## config.mk

```make
export PLATFORM = sky130hd
export DESIGN_NAME = imem_fetch_seq_flat
export DESIGN_NICKNAME = d
export VERILOG_FILES = /design/src/rtl/imem_fetch_seq_if.sv /design/src/rtl/imem_fetch_seq.sv /design/src/flat_wrapper.sv
export SDC_FILE = /design/constraint.sdc
export NUM_CORES = 1
export LEC_CHECK = 0
export CORE_MARGIN = 2
export CORE_UTILIZATION = 46
export CTS_CLUSTER_DIAMETER = 200
export DETAILED_ROUTE_END_ITERATION = 10
export GPL_ROUTABILITY_DRIVEN = 0
export PLACE_DENSITY = 0.92
export SLEW_MARGIN = 20
export SYNTH_ARGS = -nofsm -noshare
export SYNTH_HDL_FRONTEND = slang
export SYNTH_SLANG_ARGS = --single-unit
```

## constraint.sdc

```tcl
create_clock -name clk -period 2.3 [get_ports clk]
set_input_delay 0.23 -clock clk [delete_from_list [all_inputs] [get_ports clk]]
set_output_delay 0.23 -clock clk [all_outputs]
set_load 0.01 [all_outputs]
```

## src/rtl/imem_fetch_seq_if.sv

```systemverilog
// Bus between the fetch sequencer, the instruction memory and the decode stage.
// The master side is the fetch sequencer; the slave side is its environment
// (IMem read port, decode handshake, run/jump control).
interface imem_fetch_seq_if;
    logic        run;
    logic [15:0] im_addr;
    logic [7:0]  im_data;
    logic        instr_valid;
    logic        instr_ready;
    logic [7:0]  instr_op;
    logic [15:0] instr_operand;
    logic [15:0] instr_pc;
    logic        jmp_en;
    logic [15:0] jmp_addr;
    logic        halted;

    modport master (
        input  run, im_data, instr_ready, jmp_en, jmp_addr,
        output im_addr, instr_valid, instr_op, instr_operand, instr_pc, halted
    );

    modport slave (
        output run, im_data, instr_ready, jmp_en, jmp_addr,
        input  im_addr, instr_valid, instr_op, instr_operand, instr_pc, halted
    );
endinterface

```

## src/rtl/imem_fetch_seq.sv

```systemverilog
// Instruction fetch sequencer: walks the byte-wide IMem one byte per clock,
// assembles opcode plus 0..2 operand bytes and hands the result to decode
// over a valid/ready handshake. Supports jump redirects, halt and 16-bit
// PC wrap-around.
module imem_fetch_seq #(
    parameter logic [15:0] RESET_PC = 16'h0000,
    parameter logic [7:0]  HALT_OP  = 8'hFF
) (
    input  logic             clk,
    input  logic             rst,
    imem_fetch_seq_if.master bus
);

    typedef enum logic [2:0] {
        S_IDLE,
        S_OP,
        S_OPR1,
        S_OPR2,
        S_HOLD,
        S_HALT
    } state_t;

    state_t      r_state;
    logic [15:0] r_pc;
    logic [7:0]  r_op;
    logic [15:0] r_operand;
    logic [15:0] r_instr_pc;
    logic        r_valid;
    logic        r_halted;

    logic [15:0] w_pc_inc;
    logic [1:0]  w_len_in;
    logic [1:0]  w_len_op;
    logic        w_handshake;

    // Operand byte count encoded in the opcode's upper nibble.
    function automatic logic [1:0] op_len(input logic [7:0] op);
        case (op[7:4])
            4'b0000, 4'b0101: op_len = 2'd2;
            4'b1000, 4'b1001: op_len = 2'd1;
            default:          op_len = 2'd0;
        endcase
    endfunction

    // PC increments wrap naturally at 16 bits (FFFF -> 0000).
    assign w_pc_inc    = r_pc + 16'd1;
    assign w_len_in    = op_len(bus.im_data);
    assign w_len_op    = op_len(r_op);
    assign w_handshake = r_valid & bus.instr_ready;

    assign bus.im_addr       = r_pc;
    assign bus.instr_valid   = r_valid;
    assign bus.instr_op      = r_op;
    assign bus.instr_operand = r_operand;
    assign bus.instr_pc      = r_instr_pc;
    assign bus.halted        = r_halted;

    // Fetch FSM: jumps override everything but reset and discard any partial
    // or pending instruction (a handshake in the same cycle still completes).
    always_ff @(posedge clk) begin
        if (rst) begin
            r_state    <= S_IDLE;
            r_pc       <= RESET_PC;
            r_op       <= 8'h00;
            r_operand  <= 16'h0000;
            r_instr_pc <= 16'h0000;
            r_valid    <= 1'b0;
            r_halted   <= 1'b0;
        end else if (bus.jmp_en) begin
            r_pc     <= bus.jmp_addr;
            r_state  <= S_OP;
            r_valid  <= 1'b0;
            r_halted <= 1'b0;
        end else begin
            case (r_state)
                S_IDLE: begin
                    if (bus.run) begin
                        r_state <= S_OP;
                    end
                end
                S_OP: begin
                    r_op       <= bus.im_data;
                    r_instr_pc <= r_pc;
                    r_operand  <= 16'h0000;
                    r_pc       <= w_pc_inc;
                    if (w_len_in == 2'd0) begin
                        r_state <= S_HOLD;
                        r_valid <= 1'b1;
                    end else begin
                        r_state <= S_OPR1;
                    end
                end
                S_OPR1: begin
                    r_pc <= w_pc_inc;
                    if (w_len_op == 2'd2) begin
                        r_operand <= {bus.im_data, 8'h00};
                        r_state   <= S_OPR2;
                    end else begin
                        r_operand <= {8'h00, bus.im_data};
                        r_state   <= S_HOLD;
                        r_valid   <= 1'b1;
                    end
                end
                S_OPR2: begin
                    r_operand[7:0] <= bus.im_data;
                    r_pc           <= w_pc_inc;
                    r_state        <= S_HOLD;
                    r_valid        <= 1'b1;
                end
                S_HOLD: begin
                    if (w_handshake) begin
                        r_valid <= 1'b0;
                        if (r_op == HALT_OP) begin
                            r_state  <= S_HALT;
                            r_halted <= 1'b1;
                        end else if (bus.run) begin
                            r_state <= S_OP;
                        end else begin
                            r_state <= S_IDLE;
                        end
                    end
                end
                S_HALT: begin
                    r_state <= S_HALT;
                end
                default: begin
                    r_state <= S_IDLE;
                end
            endcase
        end
    end

endmodule

```

## src/flat_wrapper.sv

```systemverilog
// flat-port wrapper written by rule: the top's interface ports become plain ports
module imem_fetch_seq_flat 
#(
    parameter logic [15:0] RESET_PC = 16'h0000,
    parameter logic [7:0]  HALT_OP  = 8'hFF
)
  (clk, rst, bus_run, bus_im_data, bus_instr_ready, bus_jmp_en, bus_jmp_addr, bus_im_addr, bus_instr_valid, bus_instr_op, bus_instr_operand, bus_instr_pc, bus_halted);
  imem_fetch_seq_if bus_i ();
  input  logic clk;
  input  logic rst;
  input wire logic [$bits(bus_i.run)-1:0] bus_run;
  input wire logic [$bits(bus_i.im_data)-1:0] bus_im_data;
  input wire logic [$bits(bus_i.instr_ready)-1:0] bus_instr_ready;
  input wire logic [$bits(bus_i.jmp_en)-1:0] bus_jmp_en;
  input wire logic [$bits(bus_i.jmp_addr)-1:0] bus_jmp_addr;
  output wire logic [$bits(bus_i.im_addr)-1:0] bus_im_addr;
  output wire logic [$bits(bus_i.instr_valid)-1:0] bus_instr_valid;
  output wire logic [$bits(bus_i.instr_op)-1:0] bus_instr_op;
  output wire logic [$bits(bus_i.instr_operand)-1:0] bus_instr_operand;
  output wire logic [$bits(bus_i.instr_pc)-1:0] bus_instr_pc;
  output wire logic [$bits(bus_i.halted)-1:0] bus_halted;
  assign bus_i.run = bus_run;
  assign bus_i.im_data = bus_im_data;
  assign bus_i.instr_ready = bus_instr_ready;
  assign bus_i.jmp_en = bus_jmp_en;
  assign bus_i.jmp_addr = bus_jmp_addr;
  assign bus_im_addr = bus_i.im_addr;
  assign bus_instr_valid = bus_i.instr_valid;
  assign bus_instr_op = bus_i.instr_op;
  assign bus_instr_operand = bus_i.instr_operand;
  assign bus_instr_pc = bus_i.instr_pc;
  assign bus_halted = bus_i.halted;
  imem_fetch_seq #(.RESET_PC(RESET_PC), .HALT_OP(HALT_OP)) u_core (.clk(clk), .rst(rst), .bus(bus_i));
endmodule
```

==> flow_metrics.tcl, run 1 <==
set metrics [dict create \
    status "completed" \
    die_h_um 80.2 \
    numCtsBuffers 9 \
    maxSlewHeadroom_pct 45.1 \
    critPathKind "register to register" \
    cts_hold_buf 0 \
    core_um2 5540 \
    port_buffers 86 \
    fp-row-count 27 \
    crit_slowest_cell "dfxtp_1" \
    totalWireLength_mm 7.45 \
    clk_latency_ns 0.34 \
    timing.rr.start "u_core.r_state[0]$_SDFFE_PP0P_" \
    avgSynthCellArea_um2 8.32 \
    area.growth.synth_to_final_pct 43.6 \
    h-tree-depth 3 \
    slew_viol_final 0 \
    finalSetupTns_ns 0 \
    fmax_mhz 517 \
    muxShareOfSynthArea_pct 0 \
    cts.clk_slew.worst_paths_ns 0.07 \
    fin_util_pct 69.2 \
    synth_top_family_by_area "simple AND/OR/NAND/NOR gates" \
    vias 2681 \
    p_sw_w 0.000673 \
    synthSimpleGateAreaFrac_pct 25.4 \
    cp_slowest_stage_delay_ns 0.62 \
    rr_worst_depth 4 \
    power_density_nw_per_um2 676 \
    rrSetupSlack_ns 0.37 \
    routed_via_density 5.54 \
    wl_per_cell_um 15.4 \
    ios 87 \
    die_w_um 80.2 \
    synthAdderAreaFrac_pct 0.469 \
    cts_tree "yes" \
    synthArstFlopShare_pct 0 \
    clockBufferDepth 2 \
    grt.overflow.total 0 \
    synth_edf_count 0 \
    final_common_cell "clkdlybuf4s50_1" \
    min_to "u_core.bus.instr_pc[5]$_SDFFE_PP0P_" \
    start_kind "register" \
    post_cts_resize_count 0 \
    worstPathRequired_ns 2.55 \
    endpoint_kind "register" \
    netlist_instances 321 \
    clock-sinks 61 \
    setup_viol 0 \
    cts_setup_buffers 0 \
    grt_pass1_wl_mm 12.1 \
    ir_drop_uv 483 \
    finalNetCount 437 \
    drv_cap 0 \
    ys_ff_latch 61 \
    yosys_warnings 0 \
    ys_seq_area_share_pct 45.7 \
    drt_iter0_markers 197 \
    drive_gt1_share_pct 9.22 \
    ant_nets 0 \
    syn_nets 351 \
    grt.total_usage_pct 24.5 \
    synth_xor_xnor_area_share_pct 3.61 \
    power.share.sequential_pct 44.7 \
    crit_chain "o21bai_1, or3_4, or3_1, a311oi_1" \
    crit_buf_inv 0 \
    synth-main-ff-cell "dfxtp_1" \
    rsz0062_at_grt "no" \
    start_util_pct 48.2 \
    worst_clock_skew_ns 0.00671 \
    synth_compound_area_share_pct 21.1 \
    syn_area_um2 2670 \
    p_sw_share_pct 25.9 \
    first_pass_iters 4 \
    path_delay_family "simple AND/OR/NAND/NOR gates" \
    finalCritPeriodShare_pct 84.1 \
    antenna_found_initial 0 \
    hold_depth 2 \
    antenna_cells 0 \
    cp.arrival_ns 2.18 \
    combinationalPowerShare_pct 14.3 \
    holdCritPathClass "register to register" \
    p_clk_share_pct 41.0 \
    grt_pass1_vias 2549 \
    synth_cell_type_count 46 \
    cts_root_buf "clkbuf_8" \
    period_minus_slack_ns 1.93 \
    r2r-end "u_core.bus.im_addr[11]$_SDFFE_PP0P_" \
    crit_path_max_fanout 12 \
    hp-start "u_core.bus.instr_pc[5]$_SDFFE_PP0P_" \
    die_area_um2 6430 \
    dp_hpwl_mm 5.28 \
    final_cell_mix "clkdlybuf4s50_1, nand2_1, dfxtp_1, a21oi_1, nor2_1" \
    drc 0 \
    timing.final.hold_violations 0 \
    grt_max_degree 45 \
    worstMarginPinSlew_ns 0.823 \
    power.leakage_nw 1.32 \
    p_int_w 0.00192 \
]
==> per-layer routing <==
metal  up-vias  share of wire (%)  GRT usage, %
met3         5                9.1          8.65
met4         0               0.50          8.47
met2       111                 50          42.8
met5         -                  0             0
li1       1323                  -             -
met1      1242                 40          27.6
==> stage by stage <==
step                      cell area, µm²  setup WS, ns  cells  hold WS [ns]  total power [W]
after floorplan                     2670         0.593    321         0.363          0.00135
after global placement              3610         0.401    468         0.443          0.00154
after detailed placement            3610         0.359    468         0.447          0.00155
after CTS                           3830         0.387    484         0.445          0.00261
after global routing                3830         0.288    484         0.475          0.00271
final                               3830         0.365    484         0.453          0.00259
==> power groups by stage <==
stage                     clock network (W)  registers, W  logic (W)
after global placement                    0       0.00118   0.000359
after detailed placement                  0       0.00118   0.000369
after CTS                           0.00108       0.00116   0.000371
after floorplan                           0       0.00118   0.000170
after global routing                0.00114       0.00117   0.000405
final                               0.00106       0.00116   0.000370
==> registers in the layout, indices dropped and copies added (netlist names) <==
signal,flops
u_core.bus.im_addr,16
u_core.bus.instr_operand,16
u_core.bus.instr_pc,16
u_core.bus.instr_op,8
u_core.r_state,3
u_core.bus.halted,1
u_core.bus.instr_valid,1
==> worst register-to-register path, delay by kind of cell (launching register included) <==
kind            cells  cell delay (ns)
compound gates      2             0.44
flops               1             0.62
simple gates        2             0.78
==> cell usage after synthesis, drive strengths merged, types with 2 or more instances <==
cell type	number	area [µm²]
clkbuf	20	75.1
xnor2	6	52.6
a21oi	30	150
nor2b	2	12.5
o21ai	8	40.0
a22oi	8	60.1
nor4	10	77.6
a311oi	3	26.3
a211oi	11	82.6
xor2	5	43.8
or2	3	18.8
o21ba	2	20.0
a22o	8	70.1
inv	4	15.0
nor3	4	20.0
nand2	63	236
a21o	3	22.5
o221ai	2	17.5
nand2b	2	12.5
or3	5	37.5
nor2	28	105
nand3	5	25.0
dfxtp	61	1220
nand4	9	71.3
or3b	3	26.3
==> cells by family after synthesis <==
group           Yosys count
buf+inv                  26
xor+xnor                 11
simple gates            138
compound gates           84
flops                    61
fa+ha+maj                 1
==> worst max path at each step <==
stage / start / to / slack [ns] / cells after the start
4_1_cts: u_core.r_state[0]$_SDFFE_PP0P_ / u_core.bus.im_addr[11]$_SDFFE_PP0P_ / 0.39 / 4
6_report: u_core.r_state[0]$_SDFFE_PP0P_ / u_core.bus.im_addr[11]$_SDFFE_PP0P_ / 0.37 / 4
2_1_floorplan: u_core.bus.im_addr[2]$_SDFFE_PP0P_ / u_core.bus.im_addr[11]$_SDFFE_PP0P_ / 0.59 / 4
3_3_place_gp: bus_jmp_en / u_core.bus.instr_pc[1]$_SDFFE_PP0P_ / 0.40 / 5
5_1_grt: u_core.r_state[0]$_SDFFE_PP0P_ / u_core.bus.instr_operand[13]$_SDFFE_PP0P_ / 0.29 / 4
3_5_place_dp: bus_jmp_en / u_core.bus.instr_pc[1]$_SDFFE_PP0P_ / 0.36 / 5
==> layout make-up <==
type,instances,area (µm²)
repair buffers,96,931
fillers,466,1710
clock buffers,10,138
clock inverters,6,86.3
flip-flops and latches,61,1220
well taps,72,90.1
inverters,5,18.8
multi-input cells,234,1350
No activity file was read; power rests on OpenSTA's default activity.
==> inputs of run 2 (changes only) <==
==> constraint.sdc (replaced) <==
create_clock -name clk -period 1.93 [get_ports clk]
set_input_delay 0.193 -clock clk [delete_from_list [all_inputs] [get_ports clk]]
set_output_delay 0.193 -clock clk [all_outputs]
set_load 0.01 [all_outputs]
==> run 2 against run 1 <==
Sequential cell count unchanged. Critical endpoint unchanged. Count of clock-buffer cells in the layout is 2 higher. Clock skew is 0.00071 ns higher. Hold slack got worse by 0.085 ns. Power rose by 21%. Final cell count increased by 2.3%. Non-clock buffer count up 11. Die area unchanged. Highest routed layer unchanged. First-iteration DRC count is 11% lower. Utilization grew 1.7 points. Register-to-register slack got worse by 0.25 ns.
==> flow_metrics.tcl, run 2 (synthesis gave the netlist of run 1 again) <==
set metrics [dict create \
    numCtsBuffers 9 \
    drv_cap 0 \
    timing.rr.start "u_core.bus.im_addr[5]$_SDFFE_PP0P_" \
    finalSetupTns_ns 0 \
    clk_latency_ns 0.34 \
    grt_pass1_vias 2752 \
    drive_gt1_share_pct 11.3 \
    final_common_cell "clkdlybuf4s50_1" \
    cts_hold_buf 0 \
    h-tree-depth 3 \
    timing.final.hold_violations 0 \
    grt.overflow.total 0 \
    worstMarginPinSlew_ns 0.657 \
    vias 2784 \
    core_um2 5540 \
    routed_via_density 5.62 \
    clockBufferDepth 2 \
    final_cell_count_no_fill 495 \
    grt_pass1_wl_mm 12.9 \
    rr_worst_depth 4 \
    fmax_mhz 551 \
    nFillCells 411 \
    wl_per_cell_um 15.7 \
    rrSetupSlack_ns 0.12 \
    multi_input_area_um2 1350 \
    p_sw_share_pct 25.2 \
    die_area_um2 6430 \
    ir_drop_uv 538 \
    cts.clk_slew.worst_paths_ns 0.07 \
    setup_viol 0 \
    ios 87 \
    area.growth.synth_to_final_pct 47.2 \
    cp.arrival_ns 2.05 \
    combinationalPowerShare_pct 15.3 \
    r2r-end "u_core.bus.im_addr[11]$_SDFFE_PP0P_" \
    p_int_w 0.00234 \
    die_h_um 80.2 \
    first_pass_iters 4 \
    power_density_nw_per_um2 796 \
    antenna_cells 0 \
    port_buffers 86 \
    p_clk_share_pct 40.9 \
    holdCritPathClass "primary input to register" \
    drc 0 \
    grt_max_degree 34 \
    finalCritPeriodShare_pct 94.0 \
    cts_root_buf "clkbuf_8" \
    die_w_um 80.2 \
    register_area_um2 1220 \
    ant_nets 0 \
    worst_clock_skew_ns 0.00743 \
    clock-sinks 61 \
    status "completed" \
    final_cell_mix "clkdlybuf4s50_1, nand2_1, dfxtp_1, a21oi_1, nor2_1" \
    worstPathRequired_ns 2.17 \
    antenna_found_initial 0 \
    maxSlewHeadroom_pct 56.2 \
    fin_ws_ns 0.116 \
    start_util_pct 48.2 \
    endpoint_kind "register" \
    rsz0062_at_grt "no" \
    critPathKind "register to register" \
    placedCellCount 479 \
    crit_path_max_fanout 6 \
    min_to "u_core.bus.instr_operand[1]$_SDFFE_PP0P_" \
    slew_viol_final 0 \
    power.share.sequential_pct 43.8 \
    dp_hpwl_mm 5.32 \
    start_kind "register" \
    cts_tree "yes" \
    finalNetCount 448 \
    fp-row-count 27 \
    totalWireLength_mm 7.76 \
    grt.total_usage_pct 25.7 \
    cts_setup_buffers 0 \
    hp-start "rst" \
    hold_depth 2 \
    drt_iter0_markers 176 \
    pre_cts_ws_ns 0.0727 \
    post_cts_resize_count 0 \
    p_sw_w 0.000788 \
    period_minus_slack_ns 1.81 \
    power.leakage_nw 1.38 \
    fin_util_pct 71.0 \
]
## run 2: changes by cell type in the layout (fill, tap and decap cells not counted)
cell	previous run	this run
buf_12	0	1
buf_4	10	20
clkbuf_1	0	1
clkbuf_8	10	11
clkinv_4	1	0
clkinvlp_4	1	0
## run 2: power groups by stage
| stage | clock network, W | logic, W | registers, W |
|---|---|---|---|
| 6_report | 0.00128 | 0.000480 | 0.00137 |
| 3_5_place_dp | 0 | 0.000473 | 0.00140 |
| 5_1_grt | 0.00134 | 0.000523 | 0.00138 |
| 4_1_cts | 0.00129 | 0.000480 | 0.00137 |
| 2_1_floorplan | 0 | 0.000203 | 0.00141 |
| 3_3_place_gp | 0 | 0.000463 | 0.00139 |
## run 2: metal layers
metal / track usage (%) / vias to the layer above / part of all wire, %
met1: 29.2 / 1310 / 41
met5: 0 / - / 0
met4: 10.2 / 0 / 1.9
met2: 45.5 / 107 / 49
met3: 6.97 / 17 / 7.5
li1: - / 1350 / -
## run 2: how the worst max path moves through the flow
stage                                             startpoint                                  end  slack, ns  cells after the start
final                     u_core.bus.im_addr[5]$_SDFFE_PP0P_  u_core.bus.im_addr[11]$_SDFFE_PP0P_       0.12                      4
after global routing      u_core.bus.im_addr[5]$_SDFFE_PP0P_  u_core.bus.im_addr[11]$_SDFFE_PP0P_       0.04                      4
after CTS                 u_core.bus.im_addr[5]$_SDFFE_PP0P_  u_core.bus.im_addr[11]$_SDFFE_PP0P_       0.11                      4
after detailed placement                          bus_jmp_en  u_core.bus.instr_pc[6]$_SDFFE_PP0P_       0.07                      5
after global placement                            bus_jmp_en   u_core.bus.im_addr[5]$_SDFFE_PP0P_       0.12                      5
after floorplan           u_core.bus.im_addr[2]$_SDFFE_PP0P_  u_core.bus.im_addr[11]$_SDFFE_PP0P_       0.22                      4
## run 2: area by class of cell
class	instances	area share, %
timing repair buffer	107	26.1
clock inverter	4	1.78
clock buffer	12	3.95
inverter	5	0.477
sequential	61	31.1
tap	72	2.29
multi-input combinational	234	34.3
## run 2: through the flow
stage	hold WS, ns	cell area (µm²)	total power [W]
after CTS	0.348	3930	0.00314
after global placement	0.441	3710	0.00186
final	0.368	3930	0.00313
after floorplan	0.326	2670	0.00161
after global routing	0.399	3930	0.00324
after detailed placement	0.447	3710	0.00187
## run 2: critical path, stage by stage (launching register included)
cell and delay [ns]:
dfxtp_1 0.53, nand4_4 0.14, or3_4 0.39, or3_1 0.36
a311oi_1 0.30
